--- config.mk ---
export PLATFORM = sky130hd
export DESIGN_NAME = uart_rx_core
export DESIGN_NICKNAME = d
export VERILOG_FILES = /design/src/rtl/uart_rx_core.sv
export SDC_FILE = /design/constraint.sdc
export NUM_CORES = 1
export LEC_CHECK = 0
export ABC_AREA = 0
export ABC_CLOCK_PERIOD_IN_PS = 2000
export BUFFER_PORTS_ARGS = -buffer_cell sky130_fd_sc_hd__buf_4
export CAP_MARGIN = 20
export CORE_MARGIN = 5
export CORE_UTILIZATION = 54
export CTS_CLUSTER_DIAMETER = 40
export DETAILED_ROUTE_END_ITERATION = 8
export PLACE_DENSITY = 0.78
export SYNTH_ARGS = -nofsm -noshare
export SYNTH_HDL_FRONTEND = slang
export SYNTH_SLANG_ARGS = --single-unit
--- constraint.sdc ---
create_clock -name clk -period 2 [get_ports clk]
set_clock_uncertainty 0.2 [all_clocks]
set_input_delay 0.3 -clock clk [delete_from_list [all_inputs] [get_ports clk]]
set_output_delay 0.3 -clock clk [all_outputs]
set_load 0.05 [all_outputs]
--- src/rtl/uart_rx_core.sv ---
// ---------------------------------------------------------------------------
// UartRxCore (module uart_rx_core)
//
// Parametrised UART receiver. The serial line is brought into the clock
// domain through a two-flop synchroniser. The receiver then validates the
// start bit at mid-bit, shifts in DATAWIDTH data bits LSB first, and
// optionally checks a parity bit. Each frame is closed by one or two stop
// bits, and every completed frame produces a one-cycle o_wr pulse.
//
// Parameters:
//   CLKS_PER_BAUD  clock cycles per bit (4..65535)
//   DATAWIDTH      data bits per frame (5..8)
//   PARITY         0 = none, 1 = odd, 2 = even
//   STOP_BITS      1 or 2
//
// Ports:
//   clk            system clock, rising edge
//   i_reset        synchronous active-high reset
//   i_rx_data      asynchronous serial input, idle high
//   o_wr           one-cycle pulse, word and status valid
//   o_data         received word, LSB = first bit on the wire
//   o_parity_err   parity mismatch for the delivered word
//   o_frame_err    a stop bit was sampled low for the delivered word
//   o_break        break detected for the delivered word
//   o_busy         receiver is somewhere other than IDLE
//
// Optional feature macro: UART_RX_BREAK_DETECT_EN
//   When defined, an all-zero frame with a low stop bit (and a low parity
//   bit, if parity is used) is reported as a break. The receiver then parks
//   in BREAK until the line returns high. Without the macro, o_break is
//   tied low.
// ---------------------------------------------------------------------------
module uart_rx_core #(
   parameter int CLKS_PER_BAUD = 10416,
   parameter int DATAWIDTH     = 8,
   parameter int PARITY        = 0,
   parameter int STOP_BITS     = 1
) (
   input  logic                 clk,
   input  logic                 i_reset,
   input  logic                 i_rx_data,
   output logic                 o_wr,
   output logic [DATAWIDTH-1:0] o_data,
   output logic                 o_parity_err,
   output logic                 o_frame_err,
   output logic                 o_break,
   output logic                 o_busy
);

   localparam int             BCW       = $clog2(DATAWIDTH) + 1;
   localparam logic [15:0]    BAUD_FULL = 16'(CLKS_PER_BAUD - 1);
   localparam logic [15:0]    BAUD_HALF = 16'(CLKS_PER_BAUD / 2 - 1);
   localparam logic [BCW-1:0] LAST_BIT  = BCW'(DATAWIDTH - 1);

   typedef enum logic [2:0] {
      ST_IDLE,
      ST_START,
      ST_DATA,
      ST_PARITY,
`ifdef UART_RX_BREAK_DETECT_EN
      ST_STOP,
      ST_BREAK
`else
      ST_STOP
`endif
   } state_t;

   state_t               r_state;
   state_t               w_nextState;
   logic                 r_rxMeta;
   logic                 r_rxS;
   logic [15:0]          r_baudCnt;
   logic [15:0]          w_baudCntNext;
   logic [BCW-1:0]       r_bitCnt;
   logic [BCW-1:0]       w_bitCntNext;
   logic [DATAWIDTH-1:0] r_shreg;
   logic [DATAWIDTH-1:0] w_shregNext;
   logic                 r_perr;
   logic                 w_perrNext;
   logic                 r_ferr;
   logic                 w_ferrNext;
   logic                 w_parity;
   logic                 w_sample;
   logic                 w_done;
`ifdef UART_RX_BREAK_DETECT_EN
   logic                 r_parBit;
   logic                 w_parBitNext;
   logic                 w_isBreak;
`endif

   // A sample event happens whenever the bit-period counter reaches zero
   // while a frame is being received. Every per-bit decision in the
   // next-state logic hangs off this strobe.
   assign w_sample = (r_state != ST_IDLE) && (r_baudCnt == 16'd0);
   assign o_busy   = (r_state != ST_IDLE);

   // The two-flop synchroniser resets to the idle (high) level, so a reset
   // never looks like the leading edge of a start bit.
   always_ff @(posedge clk) begin
      if (i_reset) begin
         r_rxMeta <= 1'b1;
         r_rxS    <= 1'b1;
      end else begin
         r_rxMeta <= i_rx_data;
         r_rxS    <= r_rxMeta;
      end
   end

   // State register of the receive FSM. Reset aborts any frame in flight.
   always_ff @(posedge clk) begin
      if (i_reset) begin
         r_state <= ST_IDLE;
      end else begin
         r_state <= w_nextState;
      end
   end

   // Next-state and datapath-next logic. Between samples, the baud counter
   // simply counts down. On each sample, the current state decides what to
   // do with rx_s and reloads the counter for the next bit centre. The
   // start bit is only half a period long, so the counter lands on the
   // middle of every following bit. The final stop sample returns the FSM
   // to IDLE straight away, so a back-to-back start bit is caught from
   // mid-stop onward.
   always_comb begin
      w_nextState   = r_state;
      w_baudCntNext = r_baudCnt;
      w_bitCntNext  = r_bitCnt;
      w_shregNext   = r_shreg;
      w_perrNext    = r_perr;
      w_ferrNext    = r_ferr;
      w_parity      = 1'b0;
      w_done        = 1'b0;
`ifdef UART_RX_BREAK_DETECT_EN
      w_parBitNext  = r_parBit;
      w_isBreak     = 1'b0;
`endif

      if ((r_state != ST_IDLE) && !w_sample) begin
         w_baudCntNext = r_baudCnt - 16'd1;
      end

      unique case (r_state)
         ST_IDLE: begin
            if (!r_rxS) begin
               w_nextState   = ST_START;
               w_baudCntNext = BAUD_HALF;
               w_perrNext    = 1'b0;
               w_ferrNext    = 1'b0;
            end
         end
         ST_START: begin
            if (w_sample) begin
               if (r_rxS) begin
                  w_nextState = ST_IDLE;
               end else begin
                  w_nextState   = ST_DATA;
                  w_baudCntNext = BAUD_FULL;
                  w_bitCntNext  = '0;
               end
            end
         end
         ST_DATA: begin
            if (w_sample) begin
               w_shregNext   = {r_rxS, r_shreg[DATAWIDTH-1:1]};
               w_bitCntNext  = r_bitCnt + 1'b1;
               w_baudCntNext = BAUD_FULL;
               if (r_bitCnt == LAST_BIT) begin
                  w_nextState  = (PARITY != 0) ? ST_PARITY : ST_STOP;
                  w_bitCntNext = '0;
               end
            end
         end
         ST_PARITY: begin
            if (w_sample) begin
               w_parity      = (^r_shreg) ^ r_rxS;
               w_perrNext    = (PARITY == 1) ? ~w_parity : w_parity;
               w_nextState   = ST_STOP;
               w_baudCntNext = BAUD_FULL;
`ifdef UART_RX_BREAK_DETECT_EN
               w_parBitNext  = r_rxS;
`endif
            end
         end
         ST_STOP: begin
            if (w_sample) begin
               w_ferrNext = r_ferr | ~r_rxS;
               if ((STOP_BITS == 2) && (r_bitCnt == '0)) begin
                  w_bitCntNext  = {{(BCW-1){1'b0}}, 1'b1};
                  w_baudCntNext = BAUD_FULL;
               end else begin
                  w_done      = 1'b1;
                  w_nextState = ST_IDLE;
`ifdef UART_RX_BREAK_DETECT_EN
                  if ((r_shreg == '0) && w_ferrNext && ((PARITY == 0) || !r_parBit)) begin
                     w_isBreak   = 1'b1;
                     w_nextState = ST_BREAK;
                  end
`endif
               end
            end
         end
`ifdef UART_RX_BREAK_DETECT_EN
         ST_BREAK: begin
            if (r_rxS) begin
               w_nextState = ST_IDLE;
            end
         end
`endif
         default: begin
            w_nextState = ST_IDLE;
         end
      endcase
   end

   // Datapath registers and the delivered word. The outputs load only on
   // frame completion, so o_data and the error flags hold until the next
   // o_wr. The frame error includes the stop sample taken this cycle.
   always_ff @(posedge clk) begin
      if (i_reset) begin
         r_baudCnt    <= '0;
         r_bitCnt     <= '0;
         r_shreg      <= '0;
         r_perr       <= 1'b0;
         r_ferr       <= 1'b0;
         o_wr         <= 1'b0;
         o_data       <= '0;
         o_parity_err <= 1'b0;
         o_frame_err  <= 1'b0;
      end else begin
         r_baudCnt <= w_baudCntNext;
         r_bitCnt  <= w_bitCntNext;
         r_shreg   <= w_shregNext;
         r_perr    <= w_perrNext;
         r_ferr    <= w_ferrNext;
         o_wr      <= w_done;
         if (w_done) begin
            o_data       <= r_shreg;
            o_parity_err <= r_perr;
            o_frame_err  <= w_ferrNext;
         end
      end
   end

`ifdef UART_RX_BREAK_DETECT_EN
   // Break bookkeeping: remember the sampled parity bit, since a break
   // needs it low too. o_break is published alongside the other flags.
   always_ff @(posedge clk) begin
      if (i_reset) begin
         r_parBit <= 1'b0;
         o_break  <= 1'b0;
      end else begin
         r_parBit <= w_parBitNext;
         if (w_done) begin
            o_break <= w_isBreak;
         end
      end
   end
`else
   // Without break detection, the break flag is permanently low.
   assign o_break = 1'b0;
`endif

endmodule

==> results.md, run 1 <==
* Peak supply drop at 0.423 mV
* Drt wl/cell at 16.8 microns
* TritonCTS clock tree: yes
* Max Cap Viol at 0
* Violated checks: setup timing
* Fill cell count at 311
* Syn Nets at 265
* Clock slew seen by the registers of the worst setup and hold paths at 100 ps
* EDFF count, synth at 0
* Post-synth top flop: dfxtp_1
* Top-area cell type share of the netlist area at 0.397
* Antenna cell count at 0
* Worst path required time at 2020 ps
* Critical path class: flop to flop
* Final TNS setup at -215 ps
* Die Wd at 75.6 microns
* Ports at 16
* Max Slew Vio Count at 0
* Yosys reg bits at 46
* TritonRoute pass-1 iters at 5
* Setup-failing EPs final at 6
* Fmax at 0.487 GHz
* Clock Sinks at 46
* Mean Syn Cell Area at 8.93 sq um
* Syn. warnings at 0
* Non-filler cells, final at 359
* CP arrival at 2070 ps
* Placeable Area at 4090 sq um
* Growth of design area from synthesis to finish at 27.5%
* Multi-input logic area at 1410 sq um
* Leakage at 1.19 nW
* Routed Wire Length at 6.02 mm
* Delay-heaviest family, CP: compound AO/OA/AOI/OAI gates
* PwrDens at 781 nW/um^2
* First-pass GRT wire length at 9.11 mm
* Area leader, netlist: dfxtp_1
* DRT iter0 DRCs at 183
* DR vias at 2139
* Port bufs at 14
* Post-synthesis sequential area ratio at 0.397
* CP startpoint kind: flop
* Number of global-route vias before repair at 1937
* # placed instances at 342
* Initial antenna violation count at 0
* Unrepaired setup endpoints after global routing: yes
* Hold Path Class: primary input to flop
* Post-DP HPWL at 3.81 mm
* Final GP Congestion at 0.912
* Ys async rst share at 0
* Synthesized cell area at 2320 sq um
* Global route total overflow at 0
* Final antenna-violating net count at 0
* Final hold violation count at 0
* DRC violations left at 0
* Ratio of cells with drive above 1 in the final layout at 0.311
* CP peak stage delay at 340 ps
* Site Rows at 23
* Clk buf depth at 2
* Max_slew headroom at 0.584
* Max FO, Critical Path at 5
* Post-Synthesis Cells at 260
* Slowest CP cell: dfxtp_2
* Crit path cell chain: inv_2 > ha_4 > nor3b_4 > and3_4 > nand2_4 > a211o_1 > a2111oi_4
* Die height at 75.6 microns
* Largest net degree at the start of global routing at 30
* Post-layout min period at 2060 ps
* H-tree levels at 2
* Worst-Margin Slew at 619 ps
* Final worst slack at -55.1 ps
* CTS root buffer: clkbuf_8
* Worst path bufs/invs at 1
* Vias per inst at 5.96
* Synth area leaders: dfxtp_1, mux2i_1, nor2_1, xnor2_1, a21oi_1
* CTS Buf Count at 5
* Library cells used by synthesis at 53
* GRT Total Usage at 0.210
* Starting Density at 0.568
* Sequential cell area at 925 sq um
* Final net count at 313
* Skew-Pair Late Insertion Delay at 320 ps
* Status: complete, but fails checks
* Fin crit share at 1.03
* CP Capture Type: flop
* Die ar. at 5710 sq um
kinds of logic (layout without fill, tap and decap cells):
group | count (synthesis) | in the layout | share of synthesized area
buffers and inverters | 21 | 70 | 0.0431
xor gates and xnor gates | 17 | 17 | 0.0701
and+or+nand+nor | 104 | 104 | 0.255
muxes | 18 | 18 | 0.0782
AOI/OAI and AO/OA | 51 | 51 | 0.144
DFF | 46 | 46 | 0.397
other | 1 | 1 | 0.00162
adders and majority gates | 2 | 2 | 0.0108
per-layer routing:
metal  wire (microns)  part of all wire  vias up  global-route usage
met5                0                 0        -                   0
met4               87             0.014        0              0.0854
met3              311             0.052       12              0.0409
met2             3060              0.51       60               0.329
met1             2560              0.43     1037               0.283
li1                 -                 -     1030                   -
worst paths after layout:
check               startpoint            to  slack, ps  cells past startpoint
setup / recovery  r_baudCnt[0]  r_baudCnt[1]        -60                      7
hold / removal         i_reset        r_ferr         50                      2
setup reg to reg  r_baudCnt[0]  r_baudCnt[1]        -60                      7
hold reg to reg       r_rxMeta         r_rxS        220                      1
sequential cells by signal, summed over array words and instances, names as in the netlist, 3 cells and up:
register   count
r_shreg        8
r_state        3
o_data         8
r_bitCnt       4
r_baudCnt     16
where the power goes:
group	switching, mW	total, mW	leakage [nW]	internal, mW
Sequential	0.0335	0.977	0.374	0.944
Clock	0.353	0.603	0.0408	0.250
Combinational	0.384	0.730	0.780	0.346
what timing repair did:
| action | CTS | global route |
|---|---|---|
| cloned | 0 | 1 |
| gates resized for setup | 5 | 26 |
| pin swaps | 7 | 14 |
| hold endpoints to repair | 1 | 0 |
| endpoints found under the setup margin | 5 | 36 |
| setup buffers | 5 | 2 |
| hold buffers | 1 | 0 |
cell type report:
cell class | count | area share
Clock buffer | 5 | 0.0233
Multi-Input combinational cell | 193 | 0.477
Inverter | 6 | 0.00761
Tap cell | 50 | 0.0211
Timing Repair Buffer | 56 | 0.151
Clock inverter | 3 | 0.00803
Sequential cell | 46 | 0.312
metrics by stage:
step / total power, mW / util / cell area [sq um] / hold WS [ps] / setup slack [ps]
finish: 2.31 / 0.724 / 2960 / 46.6 / -55.1
global route: 2.40 / 0.724 / 2960 / 74.5 / -136
CTS: 2.21 / 0.694 / 2830 / 41.1 / -15.3
detailed placement: 1.57 / 0.655 / 2680 / 194 / -60.7
global placement: 1.56 / 0.655 / 2680 / 201 / 2.63
floorplan: 1.37 / - / 2340 / 189 / 2.63
cell usage after synthesis, drive strengths merged (5+ instances only):
| master | number |
|---|---|
| dfxtp | 46 |
| nor2 | 31 |
| mux2i | 17 |
| a21oi | 16 |
| nand2 | 15 |
| nor3 | 14 |
| xnor2 | 11 |
| buf | 8 |
| nor4 | 8 |
| o21ai | 8 |
| clkbuf | 7 |
| nand3 | 7 |
| inv | 6 |
| a211oi | 5 |
| and2 | 5 |
| nand4 | 5 |
| or3 | 5 |
| xor2 | 5 |
placed cells by master (no fill, tap or decap), types with 2 or more instances in the layout:
cell type / synthesis / layout
nor3_1: 10 / 9
o211ai_1: 4 / 4
nor3_4: 2 / 3
xnor2_1: 11 / 11
buf_4: 2 / 48
mux2i_1: 17 / 17
nand4_1: 4 / 4
nand2_1: 14 / 13
xor2_1: 5 / 5
and2_1: 5 / 5
or3_1: 5 / 3
nor2b_1: 2 / 2
a221oi_2: 0 / 2
clkbuf_8: 0 / 5
nand2b_1: 3 / 3
nand3_1: 7 / 6
a21oi_2: 0 / 2
o21ai_0: 8 / 6
inv_1: 6 / 4
or3_4: 0 / 2
nor2_1: 30 / 30
or2_2: 2 / 2
inv_2: 0 / 2
clkinvlp_4: 0 / 2
o22ai_1: 4 / 4
nor4_1: 7 / 6
nor3_2: 2 / 2
nand3b_1: 2 / 2
a211oi_1: 5 / 5
dfxtp_1: 46 / 43
buf_6: 1 / 6
a21oi_1: 16 / 14
dfxtp_2: 0 / 3
a31oi_1: 2 / 2
Note: power is estimated with default switching activity, not from simulation.
==> run 2, diff against run 1 <==
--- a/config.mk
+++ b/config.mk
@@ -13,7 +13,8 @@
 export CORE_UTILIZATION = 54
 export CTS_CLUSTER_DIAMETER = 40
 export DETAILED_ROUTE_END_ITERATION = 8
-export PLACE_DENSITY = 0.78
+export HOLD_SLACK_MARGIN = 0.05
+export PLACE_DENSITY = 0.73
 export SYNTH_ARGS = -nofsm -noshare
 export SYNTH_HDL_FRONTEND = slang
 export SYNTH_SLANG_ARGS = --single-unit
==> results.md, run 2 (same netlist as run 1, synthesis figures left out) <==
* Status: complete, but fails checks
* Violated checks: setup timing
* FF-to-FF setup slack at -100 ps (-40 ps)
* Final GP Congestion at 0.877 (-3.9%)
* Max reg flops at 16 (unchanged)
* Design area at 3040 sq um (+2.7%)
* Port bufs at 14 (unchanged)
* TritonCTS clock tree: yes
* CTS root buffer: clkbuf_8
* Die height at 75.6 microns (unchanged)
* Fin crit share at 1.05 (+0.0205)
* Worst path required time at 2000 ps (-20 ps)
* Final antenna-violating net count at 0 (unchanged)
* Number of global-route vias before repair at 1976 (+2.0%)
* DR vias at 2152 (+0.61%)
* Final worst slack at -96.1 ps (-41.0 ps)
* Hold Slack at 214 ps (+167 ps)
* Skew-Pair Late Insertion Delay at 310 ps (about the same)
* Antenna cell count at 0 (unchanged)
* Fmax at 0.477 GHz (-2.0%)
* Initial antenna violation count at 0 (unchanged)
* Placed inst area at 2690 sq um (+0.56%)
* Most frequent cells in the layout: buf_4, dfxtp_1, nor2_1
* Register with the most flip-flops: r_baudCnt
* Largest net degree at the start of global routing at 41 (+37%)
* Vias per inst at 5.83 (-2.1%)
* Site Rows at 23 (unchanged)
* CP Capture Type: flop
* Peak supply drop at 0.707 mV (+67%)
* Max Cap Viol at 0 (unchanged)
* Most common cell after layout, fill and taps aside: buf_4
* Starting Density at 0.568 (unchanged)
* First-pass GRT wire length at 9.30 mm (+2.1%)
* Critical path class: flop to flop
* CP startpoint kind: flop
* Growth of design area from synthesis to finish at 30.9%
* Ports at 16 (unchanged)
* Final hold violation count at 0 (unchanged)
* Sequential cell area at 925 sq um (unchanged)
* Tot Pwr at 2.48 mW (+7.3%)
* Die ar. at 5710 sq um (unchanged)
* Ratio of cells with drive above 1 in the final layout at 0.342 (+0.0310)
* Setup-failing EPs final at 29 (+23)
* Hold Path Class: primary input to flop
* Max FO, Critical Path at 5 (unchanged)
* TritonRoute pass-1 iters at 4 (-1)
* Routed Wire Length at 6.01 mm (about the same)
* Drt wl/cell at 16.3 microns (-2.8%)
* Fill cell count at 286 (-8.0%)
* # placed instances at 344 (+0.58%)
* Final core utilization at 0.744 (+0.0196)
* Largest regs: r_baudCnt (16), o_data (8), r_shreg (8)
* Post-DP HPWL at 3.76 mm (-1.2%)
* Placeable Area at 4090 sq um (unchanged)
* CP arrival at 2100 ps (+30 ps)
* Max Slew Vio Count at 0 (unchanged)
* DRC violations left at 0 (unchanged)
* Unrepaired setup endpoints after global routing: yes
* Clock Sinks at 46 (unchanged)
* Multi-input logic area at 1390 sq um (-1.3%)
* FF-to-FF path depth at 7 (unchanged)
* DRT iter0 DRCs at 137 (-25%)
* CTS Buf Count at 5 (unchanged)
* Clock slew seen by the registers of the worst setup and hold paths at 90 ps (about the same)
* Clk buf depth at 2 (unchanged)
* GRT Total Usage at 0.215 (+0.00497)
* PwrDens at 815 nW/um^2 (+4.5%)
* Post-layout min period at 2100 ps (+41.0 ps)
* Non-filler cells, final at 369 (+2.8%)
* Final net count at 323 (+3.2%)
* Hold path depth at 2 (unchanged)
* Leakage at 1.26 nW (+5.5%)
* Die Wd at 75.6 microns (unchanged)
* Global route total overflow at 0 (unchanged)
* H-tree levels at 2 (unchanged)
==> run 2: power breakdown <==
group,switching (mW),internal (mW)
logic,0.398,0.395
registers,0.0330,0.944
clock network,0.334,0.375
==> run 2: routing by layer <==
layer  wire length [microns]  GRT usage  up-vias
met3                     332     0.0396       10
li1                        -          -     1045
met2                    2910      0.352       63
met1                    2660      0.286     1034
met5                       0          0        -
met4                     105     0.0699        0
==> run 2: worst max-delay path, stage by stage, from the launching register on <==
cell       delay [ps]
dfxtp_2           330
inv_2              80
ha_4              130
nor3b_4           230
and3_4            290
nand2_4            70
a211o_1           300
a2111oi_2         360
==> run 2: per-stage QoR <==
step           TNS [ps]  setup slack [ps]
2_1_floorplan         0              2.63
3_3_place_gp          0              5.37
3_5_place_dp       -113             -49.8
4_1_cts           -65.0             -25.7
5_1_grt           -4830              -191
6_report          -1310             -96.1
==> run 2: final timing paths <==
check	start	to
worst max-delay path	r_baudCnt[1]	r_baudCnt[1]
worst max register to register	r_baudCnt[1]	r_baudCnt[1]
worst min-delay path	i_reset	o_wr
worst min register to register	r_rxMeta	r_rxS
==> run 2: area by class of cell <==
cell class	instances	area share
Multi-Input combinational cell	193	0.458
Sequential cell	46	0.304
Timing Repair Buffer	66	0.172
Clock buffer	5	0.0226
Tap cell	50	0.0206
Clock inverter	3	0.0144
Inverter	6	0.00741
==> run 2: what timing repair did <==
action                                  4_1_cts  5_1_grt
buffers inserted                              8        7
endpoints found under the setup margin        6       42
pin swaps                                     8       15
hold endpoints to repair                      1        0
resized for setup                             7       26
hold buffers                                  1        0
gates cloned                                  0        1
==> run 3, diff against run 2 <==
--- a/config.mk
+++ b/config.mk
@@ -12,9 +12,11 @@
 export CORE_MARGIN = 5
 export CORE_UTILIZATION = 54
 export CTS_CLUSTER_DIAMETER = 40
+export CTS_CLUSTER_SIZE = 30
 export DETAILED_ROUTE_END_ITERATION = 8
 export HOLD_SLACK_MARGIN = 0.05
 export PLACE_DENSITY = 0.73
+export SKIP_CTS_REPAIR_TIMING = 1
 export SYNTH_ARGS = -nofsm -noshare
 export SYNTH_HDL_FRONTEND = slang
 export SYNTH_SLANG_ARGS = --single-unit
==> results.md, run 3 (same netlist as run 1, synthesis figures left out) <==
* Status: complete, but fails checks
* Violated checks: setup timing
* Final worst slack at -68.8 ps (+27.3 ps)
* Growth of design area from synthesis to finish at 29.2%
* Starting Density at 0.568 (unchanged)
* # placed instances at 344 (unchanged)
* PwrDens at 794 nW/um^2 (-2.6%)
* Port bufs at 14 (unchanged)
* Drt wl/cell at 16.1 microns (-1.1%)
* Final net count at 318 (-1.5%)
* Most frequent cells in the layout: buf_4, dfxtp_1, nor2_1
* Worst Hold Launch: i_reset
* First-pass GRT wire length at 8.97 mm (-3.6%)
* Initial antenna violation count at 0 (unchanged)
* Number of global-route vias before repair at 1903 (-3.7%)
* Hold Slack at 215 ps (+0.952 ps)
* CP Capture Type: flop
* FF-to-FF setup slack at -70 ps (+30 ps)
* GRT busiest layer: met2
* Crit path cell chain: inv_2 > ha_4 > nor3b_4 > nand3_2 > buf_6 > nor2_4 > a221oi_2 > a2111oi_2
* CP startpoint kind: flop
* Final hold violation count at 0 (unchanged)
* Die Wd at 75.6 microns (unchanged)
* TritonCTS clock tree: yes
* Placeable Area at 4090 sq um (unchanged)
* Max FO, Critical Path at 7 (+2)
* Site Rows at 23 (unchanged)
* Register with the most flip-flops: r_baudCnt
* Die height at 75.6 microns (unchanged)
* RR Endpoint: r_baudCnt[1]
* Vias per inst at 5.76 (-1.2%)
* Tot Pwr at 2.38 mW (-3.9%)
* Post-DP HPWL at 3.76 mm (unchanged)
* Fmax at 0.483 GHz (+1.3%)
* FF-to-FF path depth at 8 (+1)
* CTS Buf Count at 5 (unchanged)
* DR vias at 2098 (-2.5%)
* TritonRoute pass-1 iters at 4 (unchanged)
* Die ar. at 5710 sq um (unchanged)
* Final TNS setup at -173 ps (+1140 ps)
* Critical path class: flop to flop
* Most common cell after layout, fill and taps aside: buf_4
* Ratio of cells with drive above 1 in the final layout at 0.334 (-0.00730)
* Clock Sinks at 46 (unchanged)
* Max reg flops at 16 (unchanged)
* Final antenna-violating net count at 0 (unchanged)
* Largest net degree at the start of global routing at 41 (unchanged)
* Routed Wire Length at 5.86 mm (-2.5%)
* Hold EP: o_wr
* Met2 Use GR at 0.328 (-0.0240)
* DRT iter0 DRCs at 162 (+18%)
* Fin crit share at 1.03 (-0.0137)
* Skew-Pair Late Insertion Delay at 300 ps (about the same)
* Leakage at 1.23 nW (-2.4%)
* Non-filler cells, final at 364 (-1.4%)
* Antenna cell count at 0 (unchanged)
* Largest regs: r_baudCnt (16), o_data (8), r_shreg (8)
* CP arrival at 2070 ps (-30 ps)
* Final GP Congestion at 0.877 (unchanged)
* Worst R2R Start: r_baudCnt[1]
* Post-layout min period at 2070 ps (-27.3 ps)
* Hold path depth at 2 (unchanged)
* Max Slew Vio Count at 0 (unchanged)
* Hold Path Class: primary input to flop
* Clock slew seen by the registers of the worst setup and hold paths at 80 ps (about the same)
* Max Cap Viol at 0 (unchanged)
* Ports at 16 (unchanged)
* Unrepaired setup endpoints after global routing: yes
* H-tree levels at 2 (unchanged)
* GRT Total Usage at 0.208 (-0.00712)
* M1 GR Usage at 0.287 (+0.00163)
* Slowest CP cell: a2111oi_2
* Peak supply drop at 0.719 mV (+1.7%)
* Worst path required time at 2000 ps (about the same)
* DRC violations left at 0 (unchanged)
* Global route total overflow at 0 (unchanged)
* M3 GR Usage at 0.0369 (-0.00264)
* Setup-failing EPs final at 5 (-83%)
* CTS root buffer: clkbuf_8
* CP peak stage delay at 360 ps (about the same)
* Clk buf depth at 2 (unchanged)
[run 3: how the worst max path moves through the flow]
stage	from	end	slack, ps	cells after the start
after floorplan	r_baudCnt[0]	r_baudCnt[1]	3	7
after global placement	r_baudCnt[0]	r_baudCnt[0]	5	8
after detailed placement	r_baudCnt[0]	r_baudCnt[1]	-50	8
after CTS	r_state[0]	o_busy	-90	3
after global routing	r_baudCnt[1]	r_baudCnt[1]	-190	8
final	r_baudCnt[1]	r_baudCnt[1]	-70	8
[run 3: power by group]
group          switching (mW)  internal [mW]  total, mW
clock                   0.328          0.375      0.703
sequential             0.0320          0.944      0.976
combinational           0.360          0.342      0.703
total                   0.720           1.66       2.38
[run 3: through the flow]
step	utilization	worst slack, ps	cell area [sq um]
6_report	0.734	-68.8	3000
3_3_place_gp	0.658	5.37	2690
3_5_place_dp	0.658	-49.8	2690
2_1_floorplan	-	2.63	2340
5_1_grt	0.734	-187	3000
4_1_cts	0.686	-87.3	2800
[run 3: cell type report]
cell class / count / area [sq um]
clock inverter: 3 / 43.8
tap: 50 / 62.6
multi-input combinational: 193 / 1400
clock buffer: 5 / 68.8
fill: 299 / 1090
sequential: 46 / 925
inverter: 6 / 22.5
timing repair buffer: 61 / 479
[run 3: worst max-delay path, delay by kind of cell, from the launching register on]
family	cells	cell delay, ps
adder cells (fa/ha/maj)	1	130
buffers and inverters	2	220
AO/OA/AOI/OAI	2	480
AND/OR/NAND/NOR	3	600
flip-flops	1	330
[run 3: routing by layer]
layer | routed length (microns) | vias up
li1 | - | 1035
met1 | 2640 | 1011
met2 | 2860 | 46
met3 | 286 | 6
met4 | 75 | 0
met5 | 0 | -
